## src/rtl/ram_frame_reader.sv

```systemverilog
// Frame RAM read-out stage: sweeps addresses 0..DEPTH-1 and streams words with row/frame markers.
// Optional continuous wrap-around sweeping is enabled with `define RAM_FRAME_READER_REPEAT_EN.
module ram_frame_reader #(
  parameter int SIZE  = 8,
  parameter int DEPTH = 8,
  parameter int COLS  = 4
) (
  input  logic                     i_clk,
  input  logic                     i_rst,
  input  logic                     i_start,
  output logic [$clog2(DEPTH)-1:0] o_raddr,
  input  logic [SIZE-1:0]          i_ram_data,
  output logic [SIZE-1:0]          o_out_data,
  output logic                     o_out_valid,
  input  logic                     i_out_ready,
  output logic                     o_out_eol,
  output logic                     o_out_last,
  output logic                     o_busy,
  output logic                     o_frame_done
);
  localparam int AW = $clog2(DEPTH);
  localparam int CW = (COLS > 1) ? $clog2(COLS) : 1;
  localparam logic [AW-1:0] LAST_ADDR = AW'(DEPTH - 1);
  localparam logic [CW-1:0] LAST_COL  = CW'(COLS - 1);
  localparam logic [0:0] ST_IDLE = 1'b0;
  localparam logic [0:0] ST_RUN  = 1'b1;

  logic [0:0]    r_state;
  logic [AW-1:0] r_rd_ptr;
  logic          r_iss_done;
  logic          r_inflight;
  logic [SIZE-1:0] r_buf [2];
  logic          r_wp, r_rp;
  logic [1:0]    r_cnt;
  logic [CW-1:0] r_col;
  logic [AW-1:0] r_idx;
  logic          r_frame_done;

  logic          w_pop, w_issue, w_last_xfer, w_end;
  logic [2:0]    w_occ;

  assign w_pop       = o_out_valid & i_out_ready;
  assign w_last_xfer = w_pop & (r_idx == LAST_ADDR);
  // Occupancy after this cycle's pop; a read may only be issued if it has a guaranteed slot.
  assign w_occ       = {1'b0, r_cnt} + {2'b0, r_inflight} - {2'b0, w_pop};
  assign w_issue     = (r_state == ST_RUN) & ~r_iss_done & (w_occ < 3'd2);
`ifdef RAM_FRAME_READER_REPEAT_EN
  assign w_end       = 1'b0;
`else
  assign w_end       = w_last_xfer;
`endif

  always_ff @(posedge i_clk) begin
    if (i_rst) begin
      r_state      <= ST_IDLE;
      r_rd_ptr     <= '0;
      r_iss_done   <= 1'b0;
      r_inflight   <= 1'b0;
      r_buf[0]     <= '0;
      r_buf[1]     <= '0;
      r_wp         <= 1'b0;
      r_rp         <= 1'b0;
      r_cnt        <= '0;
      r_col        <= '0;
      r_idx        <= '0;
      r_frame_done <= 1'b0;
    end else begin
      r_frame_done <= w_last_xfer;
      if (r_state == ST_IDLE) begin
        if (i_start) r_state <= ST_RUN;
      end else if (w_end) begin
        r_state    <= ST_IDLE;
        r_iss_done <= 1'b0;
      end
      if (w_issue) begin
        r_rd_ptr <= (r_rd_ptr == LAST_ADDR) ? '0 : r_rd_ptr + AW'(1);
`ifndef RAM_FRAME_READER_REPEAT_EN
        r_iss_done <= (r_rd_ptr == LAST_ADDR);
`endif
      end
      r_inflight <= w_issue;
      if (r_inflight) begin
        r_buf[r_wp] <= i_ram_data;
        r_wp        <= ~r_wp;
      end
      if (w_pop) begin
        r_rp  <= ~r_rp;
        r_col <= (r_col == LAST_COL)  ? '0 : r_col + CW'(1);
        r_idx <= (r_idx == LAST_ADDR) ? '0 : r_idx + AW'(1);
      end
      r_cnt <= r_cnt + {1'b0, r_inflight} - {1'b0, w_pop};
    end
  end

  assign o_raddr      = r_rd_ptr;
  assign o_out_data   = r_buf[r_rp];
  assign o_out_valid  = (r_cnt != 2'd0);
  assign o_out_eol    = o_out_valid & (r_col == LAST_COL);
  assign o_out_last   = o_out_valid & (r_idx == LAST_ADDR);
  assign o_busy       = (r_state == ST_RUN);
  assign o_frame_done = r_frame_done;
endmodule

```

## config.mk

```make
export PLATFORM = sky130hd
export DESIGN_NAME = ram_frame_reader
export DESIGN_NICKNAME = d
export VERILOG_FILES = /design/src/rtl/ram_frame_reader.sv
export SDC_FILE = /design/constraint.sdc
export NUM_CORES = 1
export LEC_CHECK = 0
export ABC_AREA = 1
export CORE_UTILIZATION = 40
export CTS_BUF_LIST = sky130_fd_sc_hd__clkbuf_4
export CTS_CLUSTER_DIAMETER = 60
export DETAILED_ROUTE_END_ITERATION = 16
export GPL_ROUTABILITY_DRIVEN = 0
export SYNTH_ARGS = -nofsm -noshare
export SYNTH_HDL_FRONTEND = slang
export SYNTH_SLANG_ARGS = --single-unit
```

## constraint.sdc

```tcl
create_clock -name i_clk -period 3.64 [get_ports i_clk]
set_input_delay 0.728 -clock i_clk [delete_from_list [all_inputs] [get_ports i_clk]]
set_output_delay 0.728 -clock i_clk [all_outputs]
set_load 0.05 [all_outputs]
```

==> metrics.txt, run 1 <==
crit-path max FO 3; Syn Nets 178; CP Class flop to output pin; CP Launch Point r_idx[0]; clock sinks 33; first-pass GRT wire length roughly 5000 um; initial antenna violation count 0; CP max stage delay 800 ps; post-cts repair resize count 0; post-layout min period about 2800 ps; Post-Syn Area 1500 um^2; Antenna diodes 0; remaining antenna violation count 0; wl on met1 1270 um; Clk Tree Root Cell clkbuf_4; area of placed instances 1810 um^2; remaining global-route overflow 0; Async SR Flop Fraction 0; reg2reg path depth 13; hold path start r_iss_done; post-synthesis sequential area ratio 0.547; top sig layer met4; share of layout cells above drive strength 1 0.146; routed via count 1,110; Achievable Freq 364 MHz; Hold WS between 400 and 500 ps; largest net degree at the start of global routing 18; Clock Latency Late Sink 330 ps; DP Wirelength 1990 um; crit path DAT 2020 ps; Post-synth EDFFs 16; most frequent cells in the layout nor2_1 (44), clkdlybuf4s50_1 (27), inv_1 (20); Adder-Cell Fraction of Synth Area 0.0633; Primary FF master, synth dfxtp_1; clock buffer depth 2; startpoint types flop; crit path capture type output pin; Hold Path Depth 2; H-tree depth 2; final hold vios 0; Levels on crit path 5; Synth Area in Compound Gates 0.0200; R2R setup slack 1530 ps; Pins Over Slew Limit 0; placed cells between 200 and 250; top cell type's share of synthesized area 0.320; Worst path most repeated cell ha_1; die area roughly 4000 um^2; Cells after Synth 159; Req. time, crit path around 2900 ps; post-CTS setup buffer count 0; crit path max-delay cell type clkdlybuf4s50_1; RR Startpoint r_cnt[1]; Worst Path Buf+Inv 2; Pwr Density 691 nW/um^2; Avg Cell Area, Syn 9.44 um^2; starting density of the core 0.433; Layout Cells excl Fill about 240; Synth area leader edfxtp_1; synthesized flop and latch total 33; multiplexer share of the synthesized area 0.0600; status finished, final reports clean; final setup fails 0; Horiz. Die Dim 63.3 um; I/O Pins 28; Post-Synth XOR/XNOR Area 0; RSZ-0062 raised after global routing false; relative slew slack 0.667; Final nets 210; most common cell after layout, fill and taps aside nor2_1; post-route cell area 1870 um^2; drt initial violations 43; Hold Path Class flop to flop; drt wl/cell 11.6 um; Site Rows 21; CTS Buf Count 5; # port buffers 27; Die H about 63 um; Worst-path clk slew 90 ps; Util after Layout 0.539; VDD IR-drop max 0.302 mV; DRC Markers 0; cell family with most CP delay buffers and inverters; CTS tree built; vias in the first global route 1,115; met2 wire len 1310 um; CP cell instances ha_1 > ha_1 > inv_1 > nor2_1 > clkdlybuf4s50_1; Yosys warnings 0; core area ~3500 um^2; largest family of logic cells by synthesized area simple AND/OR/NAND/NOR gates; DRT Pass-1 Iters 4; Tcrit/Tclk final 0.756; Synth area leaders edfxtp_1 (32%), dfxtp_1 (23%), nor2_1 (11%); met3 wire length ~140 um; Worst-Margin Slew 498 ps; reg2reg end o_raddr[0]; worst setup path endpoint o_out_last; setup TNS 0 ps; Lkg Pwr approximately 0.0008 uW; WL final 2760 um; GR Util All Layers 0.160; Via density 4.66; hold_buf cts 0; Layout area overhead 24.5%; Post-Route Skew around 11 ps; Max Cap Violations 0; Synth cell types 22; post-synthesis simple-gate area fraction 0.238
==> cell families (layout without fill, tap and decap cells) <==
logic type,after synthesis,in the layout
multiplexers,8,8
adder cells (fa/ha/maj),7,7
AND/OR/NAND/NOR,80,80
flip-flops,33,33
buffers and inverters,25,58
AO/OA/AOI/OAI,6,6
==> per-layer routing <==
| layer | track usage | vias up |
|---|---|---|
| met5 | 0 | - |
| met4 | 0.0511 | 0 |
| met1 | 0.186 | 515 |
| li1 | - | 569 |
| met2 | 0.272 | 21 |
| met3 | 0.0598 | 5 |
==> cell type report <==
type	instances	area, um^2
clock buffers	7	52.6
clock inverters	1	3.75
fillers	342	1600
inverters	23	91.3
multi-input cells	101	573
flip-flops and latches	33	821
well taps	46	57.6
repair buffers	27	270
==> through the flow <==
stage / total power [uW] / worst slack (ps)
detailed placement: 1100 / 801
CTS: 1310 / 873
global placement: 1090 / 839
floorplan: 944 / 1460
finish: 1290 / 890
global route: 1390 / 724
==> flip-flops by register name, summed over array words and instances (netlist names), named ones only <==
name,cells
r_buf,16
o_raddr,3
r_idx,3
r_cnt,2
r_col,2
o_busy,1
o_frame_done,1
r_inflight,1
r_iss_done,1
r_rp,1
r_wp,1
==> synthesized netlist by cell type, types with 2 or more instances <==
master / instances
inv_2: 2
nand2_2: 4
nor2_1: 44
mux2_2: 8
ha_1: 6
dfxtp_1: 17
edfxtp_1: 16
nand2_4: 2
o21ai_0: 6
nand3_1: 8
inv_1: 20
nand2_1: 16
==> where the power goes <==
part	internal [uW]	switching (uW)	leakage, uW	total, uW
Clock	89.1	115	0.0000338	205
Combinational	206	368	0.000482	574
Sequential	461	53.6	0.000305	514
Total	756	537	0.000820	1290
==> how the worst min path moves through the flow <==
stage                       endpoint
after floorplan           r_iss_done
after CTS                 r_iss_done
final                     r_iss_done
after global placement    r_iss_done
after global routing      r_iss_done
after detailed placement  r_iss_done
==> worst min-delay path, delay by kind of cell (launching register included) <==
family        cells  cell delay, ps
flops             1             330
simple gates      2             130
Note: power is estimated with default switching activity, not from simulation.
==> run 2: changes to the inputs <==
- clock period: 3.64 -> 2.6 ns (I/O delays scaled with it)
==> run 2 against run 1 <==
Net effect: clock-buffer cell count is 1 higher; flip-flop and latch count stayed put; final area is 1.9% higher; routed wire length is 0.11% lower; combinational power is 42% higher; core utilization is 1.0 points higher; total power is 42% higher; die area stayed put; worst setup slack worse by 780 ps; via count is 0.18% higher; largest cell class unchanged.
==> metrics.txt, run 2 (synthesis results as in run 1) <==
area of placed instances 1840 um^2 (+1.7%); worst setup path endpoint o_out_data[4]; core area 3470 um^2 (unchanged); VDD IR-drop max 0.480 mV (+59%); CP Class flop to output pin; DP Wirelength 2000 um (+0.16%); drt initial violations 20 (-53%); Site Rows 21 (unchanged); drt wl/cell 11.4 um (-1.8%); crit-path max FO 8 (+5); hold path start r_iss_done; Final nets 214 (+1.9%); Clock Latency Late Sink 330 ps (about the same); hold_buf cts 0 (unchanged); GR Util All Layers 0.160 (about the same); first-pass GRT wire length 4860 um (-0.98%); Hold WS 496 ps (-3.38 ps); startpoint types flop; most frequent cells in the layout nor2_1 (44), clkdlybuf4s50_1 (26), inv_1 (20); remaining global-route overflow 0 (unchanged); largest net degree at the start of global routing 18 (unchanged); clock sinks 33 (unchanged); RR Startpoint r_cnt[1]; Largest Register r_buf; Hold Path Class flop to flop; Via density 4.60 (-1.5%); Max Cap Violations 0 (unchanged); routed via count 1,112 (+0.18%); post-CTS setup buffer count 0 (unchanged); Tcrit/Tclk final 0.956; Pins Over Slew Limit 0 (unchanged); final setup fails 0 (unchanged); CTS tree built; clock buffer depth 2 (unchanged); starting density of the core 0.433 (unchanged); Lkg Pwr 0.000860 uW (+4.8%); reg2reg end o_raddr[2]; CTS Buf Count 5 (unchanged); reg2reg path depth 13 (unchanged); Antenna diodes 0 (unchanged); Horiz. Die Dim 63.3 um (unchanged); Worst-path clk slew 90 ps (about the same); setup TNS 0 ps (unchanged); most common cell after layout, fill and taps aside nor2_1; die area 4000 um^2 (unchanged); RSZ-0062 raised after global routing false; post-layout min period 2490 ps; DRC Markers 0 (unchanged); Post-Route Skew 7.04 ps (-4.08 ps); # port buffers 27 (unchanged); R2R setup slack 560 ps (-970 ps); Pwr Density 962 nW/um^2 (+39%); remaining antenna violation count 0 (unchanged); share of layout cells above drive strength 1 0.168 (+0.0225); number of flip-flops under the largest register name 16 (unchanged); final hold vios 0 (unchanged); status finished, final reports clean; relative slew slack 0.667 (about the same); Tot Pwr 1830 uW (+42%); Achievable Freq 402 MHz; initial antenna violation count 0 (unchanged); Worst-Margin Slew 498 ps (+0.121 ps); vias in the first global route 1,136 (+1.9%); Req. time, crit path 2080 ps (-830 ps); WL final 2760 um (-0.11%); crit path DAT 1970 ps (-50 ps); DRT Pass-1 Iters 4 (unchanged); post-route cell area 1910 um^2 (+1.9%); H-tree depth 2 (unchanged); Layout area overhead 26.9%; Clk Tree Root Cell clkbuf_4; crit path capture type output pin; I/O Pins 28 (unchanged); Die H 63.3 um (unchanged)
[run 2: cell count changes in the layout (fill, tap and decap cells not counted), sizes merged]
| cell | before | now |
|---|---|---|
| buf | 0 | 4 |
| clkinv | 1 | 0 |
| clkdlybuf4s50 | 27 | 26 |
| dlymetal6s2s | 0 | 1 |
| clkbuf | 7 | 8 |
[run 2: worst max-delay path, stage by stage, from the launching register on]
cell,delay [ps]
dfxtp_1,560
mux2_2,390
clkdlybuf4s50_1,700
[run 2: layer usage]
| metal | GRT usage | wire, um | vias to the layer above |
|---|---|---|---|
| met5 | 0 | 0 | - |
| met4 | 0.0938 | 60 | 0 |
| met3 | 0.0453 | 121 | 7 |
| met2 | 0.265 | 1330 | 21 |
| met1 | 0.183 | 1250 | 509 |
| li1 | - | - | 575 |
[run 2: final cells by class]
type,count,area [um^2]
multi-input combinational,101,573
clock buffer,8,60.1
tap,46,57.6
sequential,33,821
timing repair buffer,31,303
fill,330,1560
inverter,23,91.3
[run 2: where the power goes]
| group | switching [uW] | internal [uW] |
|---|---|---|
| Combinational | 515 | 302 |
| Sequential | 74.7 | 645 |
| Clock | 157 | 139 |
| Total | 746 | 1090 |
[run 2: worst min path at each step]
stage | end | slack [ps] | cells past startpoint
2_1_floorplan | r_iss_done | 440 | 2
3_3_place_gp | r_iss_done | 460 | 2
3_5_place_dp | r_iss_done | 480 | 2
4_1_cts | r_iss_done | 490 | 2
5_1_grt | r_iss_done | 520 | 2
6_report | r_iss_done | 500 | 2
[run 2: timing repair]
item                                   CTS  global route
endpoints found under the hold margin    0             0
setup endpoints to repair                0             1
gates resized for setup                  0             1
[run 2: stage by stage]
stage,util,setup slack [ps],cells
final,0.549,115,242
after global routing,0.549,10.3,242
after CTS,0.549,48.0,242
after detailed placement,0.531,28.0,234
after global placement,0.531,66.5,234
after floorplan,-,546,159
